## src/rtl/ai_bus_csgen_pkg.sv

```systemverilog
// Shared types and helpers for the bus chip-select generator: FSM states,
// RMRD qualifier codes and per-region field extraction from flattened parameters.
package ai_bus_csgen_pkg;

  typedef enum logic [1:0] {
    ST_IDLE = 2'd0,
    ST_WAIT = 2'd1,
    ST_HOLD = 2'd2
  } state_e;

  localparam logic [1:0] QUAL_ANY   = 2'b00;
  localparam logic [1:0] QUAL_RMRD0 = 2'b01;
  localparam logic [1:0] QUAL_RMRD1 = 2'b10;
  localparam logic [1:0] QUAL_OFF   = 2'b11;

  localparam int FLAT_W = 512;

  // Returns field k (width w, at most 32 bits) in the low bits; callers truncate to w.
  function automatic logic [31:0] field_of(input logic [FLAT_W-1:0] vec, input int k,
                                           input int w);
    logic [FLAT_W-1:0] sh;
    sh = vec >> (k * w);
    return sh[31:0];
  endfunction

endpackage

```

## src/rtl/ai_region_match.sv

```systemverilog
// Single chip-select region comparator: masked address compare plus RMRD qualifier.
module ai_region_match
  import ai_bus_csgen_pkg::*;
#(
  parameter int            AW     = 16,
  parameter logic [AW-1:0] BASE_K = '0,
  parameter logic [AW-1:0] MASK_K = '0,
  parameter logic [1:0]    QUAL_K = QUAL_ANY
) (
  input  logic [AW-1:0] addr_i,
  input  logic          rmrd_i,
  output logic          hit_o
);

  logic addr_hit;
  logic qual_ok;

  assign addr_hit = (((addr_i ^ BASE_K) & MASK_K) == '0);

  always_comb begin
    case (QUAL_K)
      QUAL_RMRD0: qual_ok = ~rmrd_i;
      QUAL_RMRD1: qual_ok = rmrd_i;
      QUAL_OFF:   qual_ok = 1'b0;
      default:    qual_ok = 1'b1;
    endcase
  end

  assign hit_o = addr_hit & qual_ok;

endmodule

```

## src/rtl/ai_bus_csgen.sv

```systemverilog
// Address-decoding chip-select generator with per-region wait states and a
// DTACK-style ready; every output comes straight from a flop.
module ai_bus_csgen
  import ai_bus_csgen_pkg::*;
#(
  parameter int                    NREG     = 4,
  parameter int                    AW       = 16,
  parameter int                    WSW      = 3,
  parameter logic [NREG*AW-1:0]    BASE     = '0,
  parameter logic [NREG*AW-1:0]    MASK     = '0,
  parameter logic [NREG*2-1:0]     QUAL     = '0,
  parameter logic [NREG*WSW-1:0]   WAIT     = '0,
  parameter int                    MISSWAIT = 1
) (
  input  logic            clk,
  input  logic            reset,
  input  logic [AW-1:0]   addr,
  input  logic            as_n,
  input  logic            rmrd,
  output logic [NREG-1:0] cs_n,
  output logic            rdy,
  output logic            miss,
  output logic            busy
);

  logic [NREG-1:0] hit;
  logic [WSW-1:0]  wait_tab [NREG];

  for (genvar k = 0; k < NREG; k++) begin : g_rgn
    ai_region_match #(
      .AW    (AW),
      .BASE_K(AW'(field_of(FLAT_W'(BASE), k, AW))),
      .MASK_K(AW'(field_of(FLAT_W'(MASK), k, AW))),
      .QUAL_K(2'(field_of(FLAT_W'(QUAL), k, 2)))
    ) u_match (
      .addr_i(addr),
      .rmrd_i(rmrd),
      .hit_o (hit[k])
    );
    assign wait_tab[k] = WSW'(field_of(FLAT_W'(WAIT), k, WSW));
  end

  logic            found;
  logic [NREG-1:0] sel;
  logic [WSW-1:0]  wsel;

  // Scan from the top so the lowest-index hit is the one left standing.
  always_comb begin
    found = 1'b0;
    sel   = '0;
    wsel  = '0;
    for (int k = NREG - 1; k >= 0; k--) begin
      if (hit[k]) begin
        found = 1'b1;
        sel   = NREG'(1) << k;
        wsel  = wait_tab[k];
      end
    end
  end

  state_e          state_q, state_d;
  logic [WSW-1:0]  cnt_q, cnt_d;
  logic [NREG-1:0] cs_n_q, cs_n_d;
  logic            rdy_q, rdy_d;
  logic            miss_q, miss_d;
  logic            busy_q, busy_d;
  logic            armed_q, armed_d;

  always_comb begin
    state_d = state_q;
    cnt_d   = cnt_q;
    cs_n_d  = cs_n_q;
    rdy_d   = rdy_q;
    miss_d  = 1'b0;
    busy_d  = busy_q;
    armed_d = armed_q;
    case (state_q)
      ST_IDLE: begin
        cs_n_d = '1;
        rdy_d  = 1'b0;
        busy_d = 1'b0;
        if (as_n) begin
          armed_d = 1'b1;
        end else if (armed_q) begin
          armed_d = 1'b0;
          state_d = ST_WAIT;
          busy_d  = 1'b1;
          cs_n_d  = ~sel;
          cnt_d   = found ? wsel : WSW'(MISSWAIT);
          miss_d  = ~found;
        end
      end
      ST_WAIT, ST_HOLD: begin
        // A released strobe always wins, even over the counter reaching zero.
        if (as_n) begin
          state_d = ST_IDLE;
          cs_n_d  = '1;
          rdy_d   = 1'b0;
          busy_d  = 1'b0;
          cnt_d   = '0;
        end else if (state_q == ST_WAIT) begin
          if (cnt_q == '0) begin
            state_d = ST_HOLD;
            rdy_d   = 1'b1;
          end else begin
            cnt_d = cnt_q - WSW'(1);
          end
        end
      end
      default: begin
        state_d = ST_IDLE;
        cs_n_d  = '1;
        rdy_d   = 1'b0;
        busy_d  = 1'b0;
      end
    endcase
  end

  always_ff @(posedge clk or posedge reset) begin
    if (reset) begin
      state_q <= ST_IDLE;
      cnt_q   <= '0;
      cs_n_q  <= '1;
      rdy_q   <= 1'b0;
      miss_q  <= 1'b0;
      busy_q  <= 1'b0;
      armed_q <= 1'b0;
    end else begin
      state_q <= state_d;
      cnt_q   <= cnt_d;
      cs_n_q  <= cs_n_d;
      rdy_q   <= rdy_d;
      miss_q  <= miss_d;
      busy_q  <= busy_d;
      armed_q <= armed_d;
    end
  end

  assign cs_n = cs_n_q;
  assign rdy  = rdy_q;
  assign miss = miss_q;
  assign busy = busy_q;

endmodule

```

## config.mk

```make
export PLATFORM = sky130hd
export DESIGN_NAME = ai_bus_csgen
export DESIGN_NICKNAME = d
export VERILOG_FILES = /design/src/rtl/ai_bus_csgen_pkg.sv /design/src/rtl/ai_region_match.sv /design/src/rtl/ai_bus_csgen.sv
export SDC_FILE = /design/constraint.sdc
export NUM_CORES = 1
export LEC_CHECK = 0
export CORE_MARGIN = 2
export CORE_UTILIZATION = 38
export CTS_CLUSTER_DIAMETER = 150
export CTS_CLUSTER_SIZE = 28
export DETAILED_ROUTE_END_ITERATION = 16
export PLACE_DENSITY = 0.75
export SYNTH_ARGS = -nofsm -noshare
export SYNTH_HDL_FRONTEND = slang
export SYNTH_SLANG_ARGS = --single-unit
```

## constraint.sdc

```tcl
create_clock -name clk -period 2.2 [get_ports clk]
set_input_delay 0.55 -clock clk [delete_from_list [all_inputs] [get_ports clk]]
set_output_delay 0.55 -clock clk [all_outputs]
set_load 0.02 [all_outputs]
```

==> results.sh, run 1 <==
export IMPL_ys_warn_count=0
export IMPL_cts_reportedPaths_clkPinSlew_ns=0.06
export IMPL_grt_pass1_wl_um=1476
export IMPL_ant_nets=0
export IMPL_synth_top_family_by_area="simple AND/OR/NAND/NOR gates"
export IMPL_synthCells=53
export IMPL_die_x_um=41.41
export IMPL_p_sw_share_pct=39.23
export IMPL_cts_hold_buffers=0
export IMPL_clock_skew_final_ns=0.001219
export IMPL_fin_crit_sh_pct=87.68
export IMPL_r2r_setup_slack_ns=0.47
export IMPL_floorplan_rows=13
export IMPL_clock_sinks=9
export IMPL_vias=344
export IMPL_setup_tns_final_ns=0
export IMPL_syn_cell_area_um2=531.8
export IMPL_start_util_pct=40.87
export IMPL_top_level_ports=27
export IMPL_setup_slack_ns=0.2710
export IMPL_period_needed_ns=1.929
export IMPL_fmax_mhz=518.4
export IMPL_overflow=0
export IMPL_insertion_delay_ns=0.26
export IMPL_place_ws_ns=0.1766
export IMPL_core_area_um2=1301
export IMPL_nNetsFinal=86
export IMPL_synth_avg_cell_area_um2=10.03
export IMPL_worstPathMaxFanout=2
export IMPL_cts_made_buffers=3
export IMPL_power_total_w=0.0008370
export IMPL_postCtsSetupBuffers=0
export IMPL_cts_tree="yes"
export IMPL_final_common_cell="dfrtp_1"
export IMPL_drc=0
export IMPL_synthSimpleGateAreaFrac_pct=12.24
export IMPL_crit_required_ns=1.65
export IMPL_intPower_w=0.0005086
export IMPL_firstDrtPassIters=2
export IMPL_arrival_ns=1.38
export IMPL_r2r_end="cnt_q[0]"
export IMPL_p_per_area_nw_per_um2=1385
export IMPL_diodes=0
export IMPL_crit_slowest_cell="clkdlybuf4s50_1"
export IMPL_die_y_um=41.41
export IMPL_p_leak_nw=0.2923
export IMPL_ys_seq_elements=9
export IMPL_drv_max_cap_violation_count=0
export IMPL_vdd_drop_max_uv=573.0
export IMPL_crit_type="reg2out"
export IMPL_worstSetupStartpointType="register"
export IMPL_setup_violations_final=0
export IMPL_timing_final_hold_violations=0
export IMPL_report_final_slew_viol_count=0
export IMPL_pwr_share_comb_pct=53.4
export IMPL_reg2regPathDepth=5
export IMPL_grt_setup_unrepaired="no"
export IMPL_endpoint="cs_n[0]"
export IMPL_outcome="completed"
export IMPL_synth_compound_area_share_pct=11.06
export IMPL_pwr_share_seq_pct=31.3
export IMPL_viasPerCell=4.587
export IMPL_synthMuxAreaShare_pct=10.35
export IMPL_drt_initial_drc_count=2
export IMPL_antenna_found_initial=0
export IMPL_slowest_delay_ns=0.59
export IMPL_switchingPower_w=0.0003284
export IMPL_synth_xor_area_share_pct=0
export IMPL_globalRouteTotalUtil_pct=11.73
export IMPL_routed_wl_um=804
export IMPL_final_cell_mix="dfrtp_1 (8), inv_1 (7), nor2_1 (7)"
export IMPL_r2r_start="state_q[0]"
export IMPL_crit_path_start="cs_n[0]"
export IMPL_cp_num_buf_inv=1
export IMPL_synth_cell_types=18
export IMPL_drive_gt1_share_pct=18.33
export IMPL_cts_resized=0
export IMPL_path_cells="clkdlybuf4s50_1"
export IMPL_crit_family="buffers and inverters"
export IMPL_routabilityCongestion=0.7186
export IMPL_dp_hpwl_um=637.2
export IMPL_grt_pass1_vias=354
export IMPL_grt_max_degree=10
export IMPL_seq_area_frac_synth_pct=42.59
export IMPL_root_buffer="clkbuf_4"
export IMPL_htree_num_levels=1
export IMPL_synth_fa_ha_area_share_pct=11.76
export IMPL_port_buffers=5
export IMPL_fp_dieArea_um2=1715
export IMPL_worst_hold_path_type="reg2reg"
export IMPL_wl_per_cell_um=10.72
export IMPL_area_delta_synth_final_pct=13.65
export IMPL_endpoint_kind="primary output"
export IMPL_cp_num_cells=1
export IMPL_clkPwrFrac_pct=15.3
export IMPL_clock_path_buffers=2
==> worst min path at each step <==
stage / from / endpoint / slack [ns] / depth (start not counted)
floorplan: reset / armed_q / 0.38 / 1
global placement: cnt_q[1] / cnt_q[1] / 0.49 / 1
detailed placement: cnt_q[2] / cnt_q[2] / 0.50 / 1
CTS: cnt_q[2] / cnt_q[2] / 0.51 / 1
global route: cnt_q[1] / cnt_q[1] / 0.53 / 1
finish: rdy / rdy / 0.51 / 2
==> power by group through the flow <==
stage | logic, W | clock network [W] | registers [W]
2_1_floorplan | 0.000344 | 0 | 0.000276
3_3_place_gp | 0.000437 | 0 | 0.000260
3_5_place_dp | 0.000451 | 0 | 0.000266
4_1_cts | 0.000456 | 0.000135 | 0.000264
5_1_grt | 0.000512 | 0.000142 | 0.000269
6_report | 0.000447 | 0.000128 | 0.000262
==> cells by family (layout without fill, tap and decap cells) <==
group / after synthesis / count (layout)
flip-flops: 9 / 9
adder cells (fa/ha/maj): 5 / 5
other: 2 / 4
multiplexers: 5 / 5
AND/OR/NAND/NOR: 14 / 14
AO/OA/AOI/OAI: 7 / 7
buffers and inverters: 11 / 16
==> per-stage QoR <==
step | std cells | hold slack, ns | util, % | instance area [um^2]
2_1_floorplan | 55 | 0.3772 | - | 539.3
4_1_cts | 75 | 0.5103 | 46.44 | 604.3
3_5_place_dp | 71 | 0.4969 | 44.42 | 578.1
3_3_place_gp | 71 | 0.4865 | 44.42 | 578.1
6_report | 75 | 0.5053 | 46.44 | 604.3
5_1_grt | 75 | 0.5329 | 46.44 | 604.3
==> cell type report <==
| cell class | instances | area, um^2 |
|---|---|---|
| inverter | 7 | 26.28 |
| clock buffer | 4 | 26.28 |
| timing repair buffer | 5 | 50.05 |
| tap | 15 | 18.77 |
| fill | 135 | 696.9 |
| multi-input combinational | 35 | 256.5 |
| sequential | 9 | 226.5 |
==> state kept, by name, summed over array words and instances (netlist names) <==
| signal | count |
|---|---|
| cs_n | 1 |
| rdy | 1 |
| armed_q | 1 |
| cnt_q | 3 |
| busy | 1 |
| state_q | 2 |
==> routing by layer <==
metal  global-route usage, %  vias to the layer above  part of all wire, %
met5                       0                        -                    0
li1                        -                      175                    -
met2                   19.38                        8                   52
met1                   12.60                      158                   40
met4                   9.677                        0                  3.4
met3                   2.609                        3                  4.4
==> worst register-to-register path, stage by stage, from the launching register on <==
cell and delay, ns:
dfrtp_1 0.37, inv_1 0.07, ha_1 0.40, nand2b_2 0.16
o221ai_2 0.26, mux2_2 0.36
==> cell usage after synthesis (all sizes together) <==
master | number | area, um^2
o221ai | 1 | 15.01
conb | 2 | 7.510
mux2 | 4 | 45.04
buf | 4 | 30.03
inv | 7 | 26.28
ha | 5 | 62.56
nor2b | 1 | 6.260
dfstp | 1 | 26.28
nor2 | 7 | 26.28
a21oi | 3 | 15.01
dfrtp | 8 | 200.2
and2 | 1 | 6.260
nand2 | 3 | 11.26
nand2b | 2 | 15.02
o21ai | 2 | 10.01
mux2i | 1 | 10.01
a21boi | 1 | 18.77
(Power assumes the default switching activity.)
==> run 2, diff against run 1 <==
--- a/config.mk
+++ b/config.mk
@@ -10,6 +10,7 @@
 export CTS_CLUSTER_DIAMETER = 150
 export CTS_CLUSTER_SIZE = 28
 export DETAILED_ROUTE_END_ITERATION = 16
+export HOLD_SLACK_MARGIN = 0.12
 export PLACE_DENSITY = 0.75
 export SYNTH_ARGS = -nofsm -noshare
 export SYNTH_HDL_FRONTEND = slang
==> results of run 2 <==
Same layout as run 1: the final DEF is identical, and so are final timing and power.
==> run 3, diff against run 2 <==
--- a/config.mk
+++ b/config.mk
@@ -6,12 +6,12 @@
 export NUM_CORES = 1
 export LEC_CHECK = 0
 export CORE_MARGIN = 2
-export CORE_UTILIZATION = 38
+export CORE_UTILIZATION = 40
 export CTS_CLUSTER_DIAMETER = 150
 export CTS_CLUSTER_SIZE = 28
 export DETAILED_ROUTE_END_ITERATION = 16
 export HOLD_SLACK_MARGIN = 0.12
-export PLACE_DENSITY = 0.75
+export PLACE_DENSITY = 0.78
 export SYNTH_ARGS = -nofsm -noshare
 export SYNTH_HDL_FRONTEND = slang
 export SYNTH_SLANG_ARGS = --single-unit
==> constraint.sdc (replaced) <==
create_clock -name clk -period 2.45 [get_ports clk]
set_input_delay 0.6125 -clock clk [delete_from_list [all_inputs] [get_ports clk]]
set_output_delay 0.6125 -clock clk [all_outputs]
set_load 0.1 [all_outputs]
==> run 3 against run 2 <==
  * Non-clock buffer count stayed put
  * Total power is 2.4% higher
  * Core utilization is 0.70 points higher
  * Combinational power is 13% higher
  * Clock-buffer cell count is 1 lower
  * Hold slack worse by 0.00082 ns
  * Final area is 1.0% lower
  * Final cell count stayed put
  * Largest cell class unchanged
==> results.sh, run 3 (synthesized netlist as in run 1, its figures left out) <==
export IMPL_outcome="completed"
export IMPL_clock_skew_final_ns=0.0001889
export IMPL_pwr_share_comb_pct=58.9
export IMPL_die_x_um=40.46
export IMPL_fmax_mhz=558.7
export IMPL_final_fill_count=131
export IMPL_cts_tree="yes"
export IMPL_drc=0
export IMPL_crit_required_ns=2.60
export IMPL_overflow=0
export IMPL_start_util_pct=41.91
export IMPL_p_sw_share_pct=47.56
export IMPL_pwr_share_seq_pct=27.4
export IMPL_floorplan_rows=13
export IMPL_grt_setup_unrepaired="no"
export IMPL_grt_max_degree=10
export IMPL_cts_hold_buffers=0
export IMPL_fp_dieArea_um2=1637
export IMPL_htree_num_levels=1
export IMPL_drive_gt1_share_pct=25.00
export IMPL_ant_nets=0
export IMPL_diodes=0
export IMPL_final_common_cell="dfrtp_1"
export IMPL_path_cells="clkdlybuf4s50_1 > nand2b_2 > o221ai_2 > mux2_2"
export IMPL_period_needed_ns=1.790
export IMPL_cts_resized=0
export IMPL_firstDrtPassIters=3
export IMPL_postCtsSetupBuffers=0
export IMPL_regArea_um2=226.5
export IMPL_setup_violations_final=0
export IMPL_fin_crit_sh_pct=73.06
export IMPL_wl_per_cell_um=11.00
export IMPL_regMostFlops="cnt_q"
export IMPL_setup_tns_final_ns=0
export IMPL_power_total_w=0.0008567
export IMPL_globalRouteTotalUtil_pct=13.10
export IMPL_top_regs="cnt_q (3), state_q (2)"
export IMPL_cp_num_buf_inv=1
export IMPL_drt_initial_drc_count=3
export IMPL_cts_reportedPaths_clkPinSlew_ns=0.07
export IMPL_nNetsFinal=86
export IMPL_area_delta_synth_final_pct=12.47
export IMPL_viasPerCell=4.440
export IMPL_cts_made_buffers=3
export IMPL_p_per_area_nw_per_um2=1433
export IMPL_root_buffer="clkbuf_4"
export IMPL_top_level_ports=27
export IMPL_routed_wl_um=825
export IMPL_final_cell_mix="dfrtp_1 (8), inv_1 (7), nor2_1 (7)"
export IMPL_grt_pass1_vias=310
export IMPL_drv_max_cap_violation_count=0
export IMPL_worstSetupStartpointType="input port"
export IMPL_intPower_w=0.0004493
export IMPL_report_final_slew_viol_count=0
export IMPL_slowest_delay_ns=0.45
export IMPL_timing_final_hold_violations=0
export IMPL_dp_hpwl_um=664
export IMPL_worst_hold_path_type="reg2reg"
export IMPL_crit_family="buffers and inverters"
export IMPL_die_y_um=40.46
export IMPL_post_route_util_pct=47.14
export IMPL_switchingPower_w=0.0004075
export IMPL_core_area_um2=1269
export IMPL_grt_pass1_wl_um=1304
export IMPL_worstPathMaxFanout=7
export IMPL_vdd_drop_max_uv=538.1
export IMPL_insertion_delay_ns=0.26
export IMPL_place_ws_ns=0.3695
export IMPL_vias=333
export IMPL_setup_slack_ns=0.6600
export IMPL_crit_slowest_cell="clkdlybuf4s50_1"
export IMPL_routabilityCongestion=0.7181
export IMPL_endpoint_kind="register"
export IMPL_antenna_found_initial=0
export IMPL_arrival_ns=1.94
export IMPL_p_leak_nw=0.2988
export IMPL_clkPwrFrac_pct=13.7
export IMPL_crit_type="in2reg"
export IMPL_clock_path_buffers=2
export IMPL_multi_input_area_um2=256.5
export IMPL_clock_sinks=9
export IMPL_largest_reg_flops=3
export IMPL_port_buffers=5
## run 3: path summary, 6_finish.rpt
check                           start  endpoint  slack, ns  cells after the start
min reg2reg                  cnt_q[2]  cnt_q[2]       0.50                      1
min in group asynchronous       reset   armed_q       0.61                      2
max reg2reg                state_q[0]  cnt_q[0]       0.72                      5
max                              as_n  cnt_q[0]       0.66                      4
min                          cnt_q[2]  cnt_q[2]       0.50                      1
max in group asynchronous       reset   cs_n[0]       1.54                      2
## run 3: layer usage
metal  vias to the layer above  global-route usage (%)  wire (um)
met5                         -                       0          0
met4                         0                   12.50         19
met3                         2                   1.667         22
met2                         6                   21.03        463
met1                       152                   14.63        319
li1                        173                       -          -
## run 3: worst register-to-register path, delay by kind of cell, from the launching register on
| family | cells | cell delay [ns] |
|---|---|---|
| adders and majority gates | 1 | 0.40 |
| DFF | 1 | 0.37 |
| muxes | 1 | 0.36 |
| AOI/OAI and AO/OA | 1 | 0.26 |
| and+or+nand+nor | 1 | 0.15 |
| buffers and inverters | 1 | 0.07 |
## run 3: metrics by stage
step | instance area, um^2 | std cells | hold WS (ns)
finish | 598.1 | 75 | 0.5045
global route | 598.1 | 75 | 0.5300
CTS | 598.1 | 75 | 0.5103
detailed placement | 570.5 | 71 | 0.4945
global placement | 570.5 | 71 | 0.4865
floorplan | 539.3 | 55 | 0.4397
## run 3: area by class of cell
type,count,area share [%]
clock buffers,3,3.766
multi-input cells,35,42.89
repair buffers,5,7.113
inverters,7,4.393
well taps,15,3.138
clock inverters,1,0.8368
flip-flops and latches,9,37.87
## run 3: power by group through the flow
| stage | logic, W | registers (W) | clock network, W |
|---|---|---|---|
| after floorplan | 0.000331 | 0.000334 | 0 |
| after global placement | 0.000495 | 0.000233 | 0 |
| after detailed placement | 0.000511 | 0.000240 | 0 |
| after CTS | 0.000512 | 0.000236 | 0.000124 |
| after global routing | 0.000567 | 0.000240 | 0.000127 |
| final | 0.000504 | 0.000235 | 0.000118 |
